## src/rtl/ddr_frame_scheduler.sv

```systemverilog
// rtl/ddr_frame_scheduler.sv - round-robin DMA command scheduler for the C2H/H2C frame rings
module ddr_frame_scheduler #(
  parameter logic [31:0] C2H_START     = 32'h0000_0000,
  parameter logic [31:0] C2H_END       = 32'h1000_0000,
  parameter logic [31:0] C2H_BUF_SIZE  = 32'd2048,
  parameter logic [31:0] C2H_FRM_SIZE  = 32'd2048,
  parameter logic [31:0] H2C_BUF_START = 32'h1000_0000,
  parameter logic [31:0] H2C_BUF_END   = 32'h2000_0000,
  parameter logic [31:0] H2C_BUF_SIZE  = 32'd2048
) (
  input  logic        s_axi_aclk,
  input  logic        s_axi_aresetn,
  input  logic        c2h_req,
  output logic        c2h_ack,
  input  logic [31:0] c2h_rd_next,
  output logic [31:0] c2h_wr_next,
  output logic        c2h_full,
  input  logic [31:0] h2c_wr_next,
  input  logic [31:0] h2c_frm_size,
  output logic [31:0] h2c_rd_next,
  output logic        h2c_empty,
  output logic        h2c_ack,
  output logic        cmd_valid,
  input  logic        cmd_ready,
  output logic        cmd_write,
  output logic [31:0] cmd_addr,
  output logic [31:0] cmd_len,
  input  logic        cmd_done
);

  typedef enum logic [1:0] {IDLE, ISSUE, WAIT_DONE} state_t;

  state_t      state;
  logic        last_grant_h2c;
  logic        c2h_elig;
  logic        h2c_elig;
  logic        grant_c2h;
  logic [31:0] c2h_wr_succ;
  logic [31:0] h2c_rd_succ;
  logic [31:0] h2c_len;

  // Sum kept at 33 bits so a slot near 4 GiB cannot wrap past the region end.
  function automatic logic [31:0] nxt(input logic [31:0] p, input logic [31:0] start,
                                      input logic [31:0] stop, input logic [31:0] size);
    logic [32:0] sum;
    sum = {1'b0, p} + {1'b0, size};
    return (sum >= {1'b0, stop}) ? start : sum[31:0];
  endfunction

  assign c2h_wr_succ = nxt(c2h_wr_next, C2H_START, C2H_END, C2H_BUF_SIZE);
  assign h2c_rd_succ = nxt(h2c_rd_next, H2C_BUF_START, H2C_BUF_END, H2C_BUF_SIZE);

  assign c2h_full  = (c2h_wr_succ == c2h_rd_next);
  assign h2c_empty = (h2c_rd_next == h2c_wr_next);
  assign c2h_elig  = c2h_req && !c2h_full;
  assign h2c_elig  = !h2c_empty;
  assign grant_c2h = c2h_elig && (!h2c_elig || last_grant_h2c);

  always_comb begin
    h2c_len = h2c_frm_size;
    if (h2c_frm_size == 32'd0 || h2c_frm_size > H2C_BUF_SIZE)
      h2c_len = H2C_BUF_SIZE;
  end

  always_ff @(posedge s_axi_aclk or negedge s_axi_aresetn) begin
    if (!s_axi_aresetn) begin
      state          <= IDLE;
      last_grant_h2c <= 1'b1;
      c2h_wr_next    <= C2H_START;
      h2c_rd_next    <= H2C_BUF_START;
      cmd_valid      <= 1'b0;
      cmd_write      <= 1'b0;
      cmd_addr       <= 32'd0;
      cmd_len        <= 32'd0;
      c2h_ack        <= 1'b0;
      h2c_ack        <= 1'b0;
    end else begin
      c2h_ack <= 1'b0;
      h2c_ack <= 1'b0;
      case (state)
        IDLE: begin
          if (c2h_elig || h2c_elig) begin
            cmd_valid <= 1'b1;
            cmd_write <= grant_c2h;
            cmd_addr  <= grant_c2h ? c2h_wr_next : h2c_rd_next;
            cmd_len   <= grant_c2h ? C2H_FRM_SIZE : h2c_len;
            state     <= ISSUE;
          end
        end
        ISSUE: begin
          if (cmd_ready) begin
            cmd_valid <= 1'b0;
            state     <= WAIT_DONE;
          end
        end
        WAIT_DONE: begin
          // cmd_write still identifies which side owns the outstanding command.
          if (cmd_done) begin
            if (cmd_write) begin
              c2h_wr_next <= c2h_wr_succ;
              c2h_ack     <= 1'b1;
            end else begin
              h2c_rd_next <= h2c_rd_succ;
              h2c_ack     <= 1'b1;
            end
            last_grant_h2c <= !cmd_write;
            state          <= IDLE;
          end
        end
        default: state <= IDLE;
      endcase
    end
  end

endmodule

```

## config.mk

```make
export PLATFORM = sky130hd
export DESIGN_NAME = ddr_frame_scheduler
export DESIGN_NICKNAME = d
export VERILOG_FILES = /design/src/rtl/ddr_frame_scheduler.sv
export SDC_FILE = /design/constraint.sdc
export NUM_CORES = 1
export LEC_CHECK = 0
export ABC_CLOCK_PERIOD_IN_PS = 8200
export BUFFER_PORTS_ARGS = -buffer_cell sky130_fd_sc_hd__buf_2
export CORE_MARGIN = 1
export CORE_UTILIZATION = 56
export CTS_BUF_LIST = sky130_fd_sc_hd__clkbuf_4 sky130_fd_sc_hd__clkbuf_8
export DETAILED_ROUTE_END_ITERATION = 7
export PLACE_DENSITY = 0.95
export SYNTH_ARGS = -nofsm -noshare
export SYNTH_HDL_FRONTEND = slang
export SYNTH_SLANG_ARGS = --single-unit
```

## constraint.sdc

```tcl
create_clock -name s_axi_aclk -period 8.2 [get_ports s_axi_aclk]
set_clock_uncertainty 0.2 [all_clocks]
set_input_delay 1.23 -clock s_axi_aclk [delete_from_list [all_inputs] [get_ports s_axi_aclk]]
set_output_delay 1.23 -clock s_axi_aclk [all_outputs]
set_load 0.02 [all_outputs]
```

==> results summary <==
The cell area after technology mapping is roughly 6600 um2. The number of buffers inserted by post-CTS setup repair came out at 0. In this run the clock root is driven by a sky130_fd_sc_hd__clkbuf_8. The number of CTS-inserted buffers is 17. Across the VDD grid, the largest voltage drop is 148 uV. The count of routing violations after the opening detailed-route iteration is roughly 540.

Using the TritonRoute via totals, the vias-per-cell ratio works out to between 5 and 6. The number of global-route vias before repair came out at ~5500. The number of warnings printed during yosys synthesis is 0.

For this run, the post-layout net count is a little under 1000. The area growth from synthesis to layout is 22.8%. The largest fanout of any net on the critical path came out at a little under 50. Excluding fillers, the count of instances in the completed layout stands at approximately 1000. The data arrival time of the critical path came out at 5390 ps. The synthesized area divided by synthesized cell count is between 9 and 10 um2. The worst slew margin relative to its limit is ~29%. After clock tree synthesis, the flow added hold-fix buffers numbering 0. Among all flip-flop cells after synthesis, the most frequent one is sky130_fd_sc_hd__dfrtp_1. The antenna violation net count after detailed routing came out at 0. Setup violations remaining at the end of the flow were counted as 0. The post-placement cell count is around 1000. In this run, synthesis produced a sequential element count of between 100 and 150. The floorplan die area came out at between 10000 and 15000 um2. The global router's overall resource usage came out at between 30% and 40%. The run finished with clean final reports.

At the pin with the least slew margin, the transition time is roughly 1100 ps. The clock transition time at the flip-flop clock pins of the worst setup and hold paths is ~80 ps. The core occupancy in the finished layout is roughly 70%. The class of the most critical setup path is reg -> reg.

The final weighted congestion in routability-driven placement came out at ~0.90. The count of port buffers added during placement is about 220. The smallest clock period supported by the final layout is computed as about 5300 ps.

The pre-antenna-repair detailed-routing pass consisted of 5 iterations. The share of the cycle needed by the critical path after routing came out at approximately 64%. The worst setup path is captured at a flip-flop. The cell leakage power came out at between 4 and 5 nW. The setup total negative slack came out at 0 ps. Synthesis produced a netlist whose cell count is a little under 700.

The worst setup path is launched from a flip-flop. The total power divided by cell area came out at ~190 nW/um2. Setup repair after global routing left no endpoint under its margin. The total DRC errors in the routed layout came out at 0. The final-report max-slew violation count came to 0. The count of vias placed by the detailed router came out at roughly 6000. After detailed routing, the total wire length is roughly 19000 um. The min-delay analysis places its worst path in the category reg -> reg. The synthesized design contains 0 enable-type register cells. After synthesis, the netlist uses 62 different library cells.

The initial antenna violation count is 0. In the synthesized netlist the async set-or-reset flop fraction comes to 100%. The maximum number of pins on one net before global-route repair is 72.

The largest buffer count on any clock path came out at 2. The portion of the post-synthesis area used by sequential elements came out at a little under half. The quantity of gates resized following cts came out at 0. The latest clock arrival within the worst-skew pair is ~440 ps. The required time of the critical path came out at 8320 ps. The total core area is between 10000 and 15000 um2. The total overflow left after global routing is 0. The CTS sink count is about 120.

The floorplan row count came out at 39. The fraction of final layout cells sized beyond drive strength 1 is a little under a third. The first-pass GRT wire length came out at between 20000 and 30000 um. Once the floorplan was initialized, standard cells occupied a little under three fifths of the core. The floorplan die width came out at around 110 um. For this design the top-level I/O count stands at around 240. In the final routed layout, each cell accounts on average for 17.7 um.

The half-perimeter wire length after placement is 13500 um. The TritonCTS clock tree is built. From bottom edge to top edge, the die measures between 100 and 150 um. The maximum clock frequency came out at ~0.19 GHz. The max-capacitance violation count is 0. The hold violation count in the final report was 0. The H-tree depth is 4. The post-route total power is between 1.5 and 2 mW.
routing by layer:
metal,GRT usage (%),up-vias,share of wire (%)
met5,0,-,0
met4,12.3,0,2.7
met3,7.05,53,8.2
met2,53.2,354,49
met1,38.7,2898,41
li1,-,2793,-
cell families (layout without fill, tap and decap cells):
family	Yosys count	in the layout	synth area share (%)
AND/OR/NAND/NOR	274	274	22.7
adder cells (fa/ha/maj)	2	2	0.382
buffers and inverters	71	282	5.14
multiplexers	25	25	3.82
flip-flops	124	124	47.4
other	1	12	0.0573
XOR/XNOR	56	56	7.49
AO/OA/AOI/OAI	128	128	13.0
registers in the layout, indices dropped and copies added, names as in the netlist:
register        cells
h2c_ack             1
cmd_valid           1
state               2
h2c_rd_next        21
c2h_wr_next        32
c2h_ack             1
cmd_addr           32
cmd_len            32
last_grant_h2c      1
cmd_write           1
worst paths after layout:
path	startpoint	to	slack, ps	cells after the start
min reg2reg	cmd_len[10]	cmd_len[10]	270	2
max	c2h_wr_next[11]	cmd_addr[5]	2930	11
min	cmd_len[10]	cmd_len[10]	270	2
min in group asynchronous	s_axi_aresetn	cmd_len[31]	620	1
max reg2reg	c2h_wr_next[11]	cmd_addr[5]	2930	11
max in group asynchronous	s_axi_aresetn	c2h_wr_next[23]	5800	2
layout by cell type, fill, tap and decap left out, types with 3 or more instances in the layout:
master,n
sky130_fd_sc_hd__a21oi_1,5
sky130_fd_sc_hd__and3_1,8
sky130_fd_sc_hd__nand2b_1,8
sky130_fd_sc_hd__a22o_1,15
sky130_fd_sc_hd__nand3b_1,3
sky130_fd_sc_hd__or3_1,7
sky130_fd_sc_hd__clkinv_4,4
sky130_fd_sc_hd__xor2_1,33
sky130_fd_sc_hd__a31oi_1,5
sky130_fd_sc_hd__a21o_1,3
sky130_fd_sc_hd__xnor2_1,23
sky130_fd_sc_hd__conb_1,11
sky130_fd_sc_hd__o2111ai_1,3
sky130_fd_sc_hd__nand4_1,9
sky130_fd_sc_hd__o21ai_0,59
sky130_fd_sc_hd__a211oi_1,3
sky130_fd_sc_hd__dfrtp_1,122
sky130_fd_sc_hd__clkinv_2,5
sky130_fd_sc_hd__nor3_1,15
sky130_fd_sc_hd__inv_1,24
sky130_fd_sc_hd__mux2i_1,25
sky130_fd_sc_hd__and2_1,29
sky130_fd_sc_hd__buf_2,222
sky130_fd_sc_hd__nand2_1,78
sky130_fd_sc_hd__nor2_1,44
sky130_fd_sc_hd__clkbuf_8,17
sky130_fd_sc_hd__nor2b_1,10
sky130_fd_sc_hd__o41ai_1,3
sky130_fd_sc_hd__o22ai_1,4
sky130_fd_sc_hd__nand3_1,22
sky130_fd_sc_hd__nor4_1,20
sky130_fd_sc_hd__buf_4,5
sky130_fd_sc_hd__o31ai_1,6
sky130_fd_sc_hd__o21ai_2,10
Yosys cell counts, types with 19 or more instances:
library cell,n,area [um2]
sky130_fd_sc_hd__and2_1,29,181
sky130_fd_sc_hd__clkbuf_1,19,71.3
sky130_fd_sc_hd__dfrtp_1,122,3050
sky130_fd_sc_hd__inv_1,24,90.1
sky130_fd_sc_hd__mux2i_1,25,250
sky130_fd_sc_hd__nand2_1,78,293
sky130_fd_sc_hd__nand3_1,22,110
sky130_fd_sc_hd__nor2_1,44,165
sky130_fd_sc_hd__nor4_1,20,125
sky130_fd_sc_hd__o21ai_0,59,295
sky130_fd_sc_hd__xnor2_1,23,201
sky130_fd_sc_hd__xor2_1,33,289
stage by stage:
| stage | hold slack, ps | instance area (um2) | worst slack [ps] |
|---|---|---|---|
| 2_1_floorplan | 277 | 6590 | 3710 |
| 3_3_place_gp | 257 | 7680 | 3150 |
| 3_5_place_dp | 260 | 7680 | 3070 |
| 4_1_cts | 277 | 8040 | 3020 |
| 5_1_grt | 298 | 8040 | 2660 |
| 6_report | 274 | 8040 | 2930 |
layout make-up:
| class | instances | area (um2) |
|---|---|---|
| sequential | 124 | 3110 |
| fill | 889 | 3370 |
| timing repair buffer | 227 | 1150 |
| clock inverter | 14 | 123 |
| antenna | 1 | 2.50 |
| multi-input combinational | 496 | 3160 |
| inverter | 24 | 90.1 |
| clock buffer | 17 | 234 |
| tap | 143 | 179 |
critical path, stage by stage, from the launching register on:
cell and delay [ps]:
sky130_fd_sc_hd__dfrtp_1 540, sky130_fd_sc_hd__ha_1 360, sky130_fd_sc_hd__nand2_1 240, sky130_fd_sc_hd__nor4_1 840, sky130_fd_sc_hd__mux2i_1 310, sky130_fd_sc_hd__o2111ai_1 180, sky130_fd_sc_hd__or3_1 410, sky130_fd_sc_hd__a211oi_2 310
sky130_fd_sc_hd__a41o_2 720, sky130_fd_sc_hd__buf_4 470, sky130_fd_sc_hd__nor2b_1 270, sky130_fd_sc_hd__a22o_1 250
power breakdown:
| part | switching [mW] | internal, mW | total [mW] |
|---|---|---|---|
| Combinational | 0.237 | 0.115 | 0.352 |
| Sequential | 0.0533 | 0.654 | 0.707 |
| Clock | 0.257 | 0.238 | 0.495 |
Power figures use the tool's default switching activity.
